===== src/rtl/dcache_pkg.sv =====
// ============================================================================
// dcache_pkg : shared state encoding and geometry for the L1 data cache
// Rev 1.0
// ============================================================================
`default_nettype none

package dcache_pkg;

    localparam int TAG_W    = 23;
    localparam int INDEX_W  = 4;
    localparam int OFFSET_W = 5;
    localparam int LINE_W   = 256;
    localparam int WORD_W   = 32;

    typedef enum logic [2:0] {
        IDLE       = 3'd0,
        MISS       = 3'd1,
        WRITEBACK  = 3'd2,
        READMISS   = 3'd3,
        READMISSOK = 3'd4
    } state_t;

endpackage

`default_nettype wire


===== src/rtl/dcache_sram.sv =====
// ============================================================================
// dcache_sram : tag/valid/dirty/data arrays, combinational read, sync write
// Rev 1.0
// ============================================================================
`default_nettype none

module dcache_sram
    import dcache_pkg::*;
#(
    parameter int LINES    = 16,
    parameter int LINE_W   = 256,
    parameter int TAG_BITS = 23
) (
    input  logic                        clk,
    input  logic                        rst_n,
    input  logic [$clog2(LINES)-1:0]    index,
    output logic [TAG_BITS-1:0]         rd_tag,
    output logic                        rd_valid,
    output logic                        rd_dirty,
    output logic [LINE_W-1:0]           rd_data,
    input  logic                        line_we,
    input  logic [TAG_BITS-1:0]         line_tag,
    input  logic [LINE_W-1:0]           line_data,
    input  logic                        word_we,
    input  logic [$clog2(LINE_W/WORD_W)-1:0] word_sel,
    input  logic [WORD_W-1:0]           word_data
);

    logic [TAG_BITS-1:0] tag_mem  [LINES];
    logic [LINE_W-1:0]   data_mem [LINES];
    logic [LINES-1:0]    valid;
    logic [LINES-1:0]    dirty;

    assign rd_tag   = tag_mem[index];
    assign rd_data  = data_mem[index];
    assign rd_valid = valid[index];
    assign rd_dirty = dirty[index];

    // Payload arrays carry no reset; only the status bits are cleared.
    always_ff @(posedge clk) begin
        if (line_we) begin
            tag_mem[index]  <= line_tag;
            data_mem[index] <= line_data;
        end else if (word_we) begin
            data_mem[index][word_sel*WORD_W +: WORD_W] <= word_data;
        end
    end

    always_ff @(posedge clk or negedge rst_n) begin
        if (!rst_n) begin
            valid <= '0;
            dirty <= '0;
        end else if (line_we) begin
            valid[index] <= 1'b1;
            dirty[index] <= 1'b0;
        end else if (word_we) begin
            dirty[index] <= 1'b1;
        end
    end

endmodule

`default_nettype wire


===== src/rtl/dcache_ctrl.sv =====
// ============================================================================
// dcache_ctrl : direct-mapped write-back write-allocate L1 D-cache controller
// Rev 1.0
// ============================================================================
`default_nettype none

module dcache_ctrl
    import dcache_pkg::*;
#(
    parameter int LINES  = 16,
    parameter int LINE_W = 256
) (
    input  logic                clk_i,
    input  logic                rst_i,
    input  logic [31:0]         cpu_addr_i,
    input  logic [31:0]         cpu_data_i,
    input  logic                cpu_MemRead_i,
    input  logic                cpu_MemWrite_i,
    output logic [31:0]         cpu_data_o,
    output logic                cpu_stall_o,
    output logic [31:0]         mem_addr_o,
    output logic [LINE_W-1:0]   mem_data_o,
    output logic                mem_enable_o,
    output logic                mem_write_o,
    input  logic [LINE_W-1:0]   mem_data_i,
    input  logic                mem_ack_i
);

    localparam int OFF_W    = $clog2(LINE_W / 8);
    localparam int IDX_W    = $clog2(LINES);
    localparam int TAG_BITS = 32 - IDX_W - OFF_W;
    localparam int WSEL_W   = $clog2(LINE_W / WORD_W);

    state_t                 state;
    logic [TAG_BITS-1:0]    req_tag;
    logic [IDX_W-1:0]       req_index;
    logic [WSEL_W-1:0]      req_word;
    logic [TAG_BITS-1:0]    rd_tag;
    logic                   rd_valid;
    logic                   rd_dirty;
    logic [LINE_W-1:0]      rd_data;
    logic                   req;
    logic                   hit;
    logic                   line_we;
    logic                   word_we;
    logic                   unused_addr_bits;

    assign req_tag          = cpu_addr_i[31 -: TAG_BITS];
    assign req_index        = cpu_addr_i[OFF_W +: IDX_W];
    assign req_word         = cpu_addr_i[2 +: WSEL_W];
    assign unused_addr_bits = ^cpu_addr_i[1:0];

    assign req         = cpu_MemRead_i | cpu_MemWrite_i;
    assign hit         = rd_valid & (rd_tag == req_tag);
    assign cpu_stall_o = req & ~hit;
    assign cpu_data_o  = hit ? rd_data[req_word*WORD_W +: WORD_W] : 32'd0;

    // A store can only hit in IDLE or READMISSOK, so it never collides with a refill.
    assign word_we = cpu_MemWrite_i & hit;
    assign line_we = (state == READMISS) & mem_ack_i;

    dcache_sram #(
        .LINES    (LINES),
        .LINE_W   (LINE_W),
        .TAG_BITS (TAG_BITS)
    ) u_sram (
        .clk       (clk_i),
        .rst_n     (rst_i),
        .index     (req_index),
        .rd_tag    (rd_tag),
        .rd_valid  (rd_valid),
        .rd_dirty  (rd_dirty),
        .rd_data   (rd_data),
        .line_we   (line_we),
        .line_tag  (req_tag),
        .line_data (mem_data_i),
        .word_we   (word_we),
        .word_sel  (req_word),
        .word_data (cpu_data_i)
    );

    // Memory-side outputs are loaded on the edge that enters each state.
    always_ff @(posedge clk_i or negedge rst_i) begin
        if (!rst_i) begin
            state        <= IDLE;
            mem_enable_o <= 1'b0;
            mem_write_o  <= 1'b0;
            mem_addr_o   <= 32'd0;
            mem_data_o   <= '0;
        end else begin
            case (state)
                IDLE: begin
                    if (cpu_stall_o) state <= MISS;
                end
                MISS: begin
                    mem_enable_o <= 1'b1;
                    if (rd_valid & rd_dirty) begin
                        state       <= WRITEBACK;
                        mem_write_o <= 1'b1;
                        mem_addr_o  <= {rd_tag, req_index, {OFF_W{1'b0}}};
                        mem_data_o  <= rd_data;
                    end else begin
                        state       <= READMISS;
                        mem_write_o <= 1'b0;
                        mem_addr_o  <= {req_tag, req_index, {OFF_W{1'b0}}};
                        mem_data_o  <= '0;
                    end
                end
                WRITEBACK: begin
                    if (mem_ack_i) begin
                        state       <= READMISS;
                        mem_write_o <= 1'b0;
                        mem_addr_o  <= {req_tag, req_index, {OFF_W{1'b0}}};
                        mem_data_o  <= '0;
                    end
                end
                READMISS: begin
                    if (mem_ack_i) begin
                        state        <= READMISSOK;
                        mem_enable_o <= 1'b0;
                        mem_addr_o   <= 32'd0;
                    end
                end
                READMISSOK: begin
                    state <= IDLE;
                end
                default: begin
                    state        <= IDLE;
                    mem_enable_o <= 1'b0;
                    mem_write_o  <= 1'b0;
                    mem_addr_o   <= 32'd0;
                    mem_data_o   <= '0;
                end
            endcase
        end
    end

endmodule

`default_nettype wire


===== config.mk =====
export PLATFORM = sky130hd
export DESIGN_NAME = dcache_ctrl
export DESIGN_NICKNAME = d
export VERILOG_FILES = /design/src/rtl/dcache_pkg.sv /design/src/rtl/dcache_sram.sv /design/src/rtl/dcache_ctrl.sv
export SDC_FILE = /design/constraint.sdc
export NUM_CORES = 2
export LEC_CHECK = 0
export CAP_MARGIN = 20
export CORE_ASPECT_RATIO = 0.7
export CORE_UTILIZATION = 45
export CTS_CLUSTER_DIAMETER = 120
export DETAILED_ROUTE_END_ITERATION = 8
export GPL_TIMING_DRIVEN = 1
export HOLD_SLACK_MARGIN = 0.1
export PLACE_DENSITY_LB_ADDON = 0.05
export RECOVER_POWER = 50
export SLEW_MARGIN = 5
export SYNTH_ARGS = -nofsm -noshare
export SYNTH_HDL_FRONTEND = slang
export SYNTH_MEMORY_MAX_BITS = 65536
export SYNTH_SLANG_ARGS = --single-unit

===== constraint.sdc =====
create_clock -name clk_i -period 13.9 [get_ports clk_i]
set_clock_uncertainty 0.2 [all_clocks]
set_input_delay 3.475 -clock clk_i [delete_from_list [all_inputs] [get_ports clk_i]]
set_output_delay 3.475 -clock clk_i [all_outputs]
set_load 0.05 [all_outputs]

==> results.sh <==
export IMPL_critPathTopFamily="buffers and inverters"
export IMPL_p_leak_nw=70.25
export IMPL_grt_util_all_layers=0.2893
export IMPL_max_freq_mhz=78.60
export IMPL_finalMaxSlewViolations=2199
export IMPL_synth_yosys_warnings=0
export IMPL_crit_cells=12
export IMPL_violations="capacitance limit, slew limit"
export IMPL_die_h_um=540.7
export IMPL_cp_start_kind="input port"
export IMPL_synth_ff_type="edfxtp_1"
export IMPL_r2r_start="state[0]"
export IMPL_wl_per_cell_um=40.54
export IMPL_dpl_hpwl_um=369700
export IMPL_hold_buffers=0
export IMPL_synth_edf_count=4464
export IMPL_status="finished with violations"
export IMPL_critical_path_arrival_ns=9.05
export IMPL_dieArea_um2=417300
export IMPL_numCtsBuffers=463
export IMPL_min_path_type="flip-flop to flip-flop"
export IMPL_cts_buffer_depth=4
export IMPL_first_global_vias=92064
export IMPL_drive_above_1_share=0.2767
export IMPL_area_growth_pct=16.14
export IMPL_worst_path_max_delay_cell="clkbuf_1"
export IMPL_critPathKind="input port to primary output"
export IMPL_worstSkewPairLatency_ns=1.02
export IMPL_hold_slack_ns=0.2607
export IMPL_worstMarginPinSlew_ns=4.041
export IMPL_max_slew_margin_rel=-1.694
export IMPL_nNetsFinal=9380
export IMPL_min_delay_path_depth=1
export IMPL_cts_root_buf="clkbuf_16"
export IMPL_grt_overflow=0
export IMPL_endpoint="cpu_stall_o"
export IMPL_ctsResizeCount=0
export IMPL_cpPeakStageDelay_ns=1.33
export IMPL_viasPerCell=6.286
export IMPL_required_ns=10.22
export IMPL_synth_area_leaders="edfxtp_1, mux4_2, dfrtp_1"
export IMPL_ff2ff_path_depth=9
export IMPL_wl_um=610500
export IMPL_cts_tree="done"
export IMPL_reg2reg_to="u_sram.data_mem[5][73]"
export IMPL_drtIter0Drc=12639
export IMPL_die_w_um=771.6
export IMPL_synthCells=8087
export IMPL_hold_viol_final=0
export IMPL_htree_levels=5
export IMPL_cts_sinks=4784
export IMPL_grt_max_degree=150
export IMPL_cp_cell_sequence="buf_16 > buf_4 > mux4_2 > a22oi_1 > and3_1 > nor3_1 > nand4_1 > nor4_1 > nand2_1 > clkbuf_1 > o21a_1 > clkdlybuf4s50_1"
export IMPL_drc=0
export IMPL_core_area_um2=412100
export IMPL_worstSetupStartpoint="cpu_addr_i[5]"
export IMPL_clkSlewWorstSetupHoldPaths_ns=0.06
export IMPL_cp_end_kind="primary output"
export IMPL_powerDensity_nw_per_um2=144.9
export IMPL_finalCritPeriodShare=0.9153
export IMPL_crit_buf_inv=4
export IMPL_hp_start="u_sram.valid[2]"
export IMPL_ant_nets=0
export IMPL_ys_async_sr_fraction=0.06689
export IMPL_ys_ff_latch=4784
export IMPL_n_fill_cell=31897
export IMPL_post_cts_setup_buffer_count=0
export IMPL_syn_avg_cell_area_um2=23.07
export IMPL_cap_violations=68
export IMPL_initial_core_util=0.4527
export IMPL_synth_seq_area_share=0.7613
export IMPL_p_total_mw=31.41
export IMPL_rsz0062_at_grt="false"
export IMPL_fp_row_count=197
export IMPL_syn_area_um2=186600
export IMPL_num_vias=94662
export IMPL_io_pins=648
export IMPL_place_gp_congestion=0.8848
export IMPL_reg2reg_slack_ns=6.00
export IMPL_cp_max_fo=71
export IMPL_synth_distinct_cells=76
export IMPL_fin_setup_tns_ns=0
export IMPL_vdd_ir_drop_max_uv=118.4
export IMPL_synth_top_area_share=0.7184
export IMPL_synth_top_area_cell="edfxtp_1"
export IMPL_first_pass_iters=5
export IMPL_antenna_found_initial=141
export IMPL_period_minus_slack_ns=12.72
export IMPL_io_buffers=640
export IMPL_setup_violations=0
export IMPL_grt_pass1_wl_um=812600
-- sequential cells by signal, summed over array words and instances (netlist names), named ones only --
| register | count |
|---|---|
| state | 3 |
| mem_enable_o | 1 |
| u_sram.data_mem | 4096 |
| u_sram.tag_mem | 368 |
| u_sram.valid | 16 |
| mem_write_o | 1 |
| mem_addr_o | 27 |
| mem_data_o | 256 |
-- through the flow --
stage,worst slack [ns],utilization,cells,instance area (um2)
after floorplan,3.253,-,8091,186600
after global placement,1.811,0.4891,14017,201600
after detailed placement,1.813,0.4892,14020,201600
after CTS,1.819,0.5255,14878,216600
after global routing,1.015,0.5253,14976,216500
final,1.177,0.5258,15058,216700
-- logic make-up (layout without fill, tap and decap cells) --
kind of cell	after synthesis	after routing	share of synthesized area
mux	1766	1766	0.1921
compound gates	552	552	0.02208
flops	4784	4784	0.7613
buf+inv	553	1908	0.01285
fa+ha+maj	2	2	0.0001341
other cells	1	145	0.00002010
xor+xnor	21	21	0.0009858
simple gates	408	408	0.01049
-- area by class of cell --
| class | count | area, um2 | area share |
|---|---|---|---|
| Clock inverter | 259 | 2303 | 0.01063 |
| Tap cell | 5472 | 6847 | 0.03159 |
| Timing Repair Buffer | 975 | 8758 | 0.04042 |
| Inverter | 75 | 284.0 | 0.001311 |
| Clock buffer | 599 | 12630 | 0.05830 |
| Sequential cell | 4784 | 142100 | 0.6555 |
| Antenna cell | 140 | 350.3 | 0.001617 |
| Multi-Input combinational cell | 2754 | 43470 | 0.2006 |
-- placed cells by master, fill, tap and decap left out, types with 14 or more instances in the layout --
cell             instances
nor2_1                  36
a21oi_1                 55
buf_4                  271
a22oi_1                 38
a21oi_4                 51
o21ai_4                 16
clkinv_2                96
mux2_2                  45
nand2b_1                22
mux2i_1                121
edfxtp_1              4464
mux4_2                1428
nor2b_1                 14
nand2_1                238
o31ai_1                 17
nor2_4                  15
dfrtp_1                320
diode_2                140
bufinv_16               39
inv_1                   70
dlygate4sd3_1          310
nor3_1                  17
buf_2                   32
buf_12                  22
a22o_1                 262
mux2_1                 169
clkbuf_1               175
clkdlybuf4s50_1        260
o21ai_0                 40
nand3_1                 23
o31ai_4                 33
clkbuf_16              482
clkinv_1                94
-- synth_stat cells (3+ instances only) --
library cell	number
edfxtp_1	4464
mux4_2	1428
dfrtp_1	320
a22o_1	262
clkbuf_1	242
nand2_1	238
mux2_2	189
mux2i_1	122
buf_1	117
a21oi_1	106
buf_2	87
inv_1	71
o21ai_0	55
nor2_1	51
o31ai_1	48
a22oi_1	38
mux2_1	25
nand2b_1	22
nand3_1	21
nor3_1	18
buf_6	15
buf_4	14
nor2b_1	14
xor2_1	12
xnor2_1	9
a32oi_1	7
o22ai_1	6
and3_1	5
nand3_2	5
nand4_2	5
a2111oi_2	4
a31oi_1	4
and2_1	4
a21o_1	3
buf_12	3
inv_2	3
-- power by group --
group          leakage (nW)  switching [mW]  total, mW  internal (mW)
clock network          7.35            5.47       12.6           7.11
logic                  18.3            1.93       2.74          0.810
registers              44.6          0.0740       16.1           16.0
total                  70.2            7.48       31.4           23.9
-- per-layer routing --
| metal | wire length (um) | global-route usage | vias up |
|---|---|---|---|
| met1 | 245000 | 0.4152 | 52191 |
| met4 | 25550 | 0.1101 | 8 |
| li1 | - | - | 36678 |
| met5 | 93 | 0 | - |
| met3 | 55460 | 0.05815 | 848 |
| met2 | 284300 | 0.4424 | 4937 |
-- worst min-delay path by stage --
stage                        to  slack (ns)
2_1_floorplan  u_sram.valid[10]        0.23
3_3_place_gp    u_sram.valid[3]        0.24
3_5_place_dp   u_sram.valid[15]        0.25
4_1_cts         u_sram.valid[2]        0.26
5_1_grt         u_sram.valid[4]        0.28
6_report        u_sram.valid[2]        0.26
Note: power is estimated with default switching activity, not from simulation.
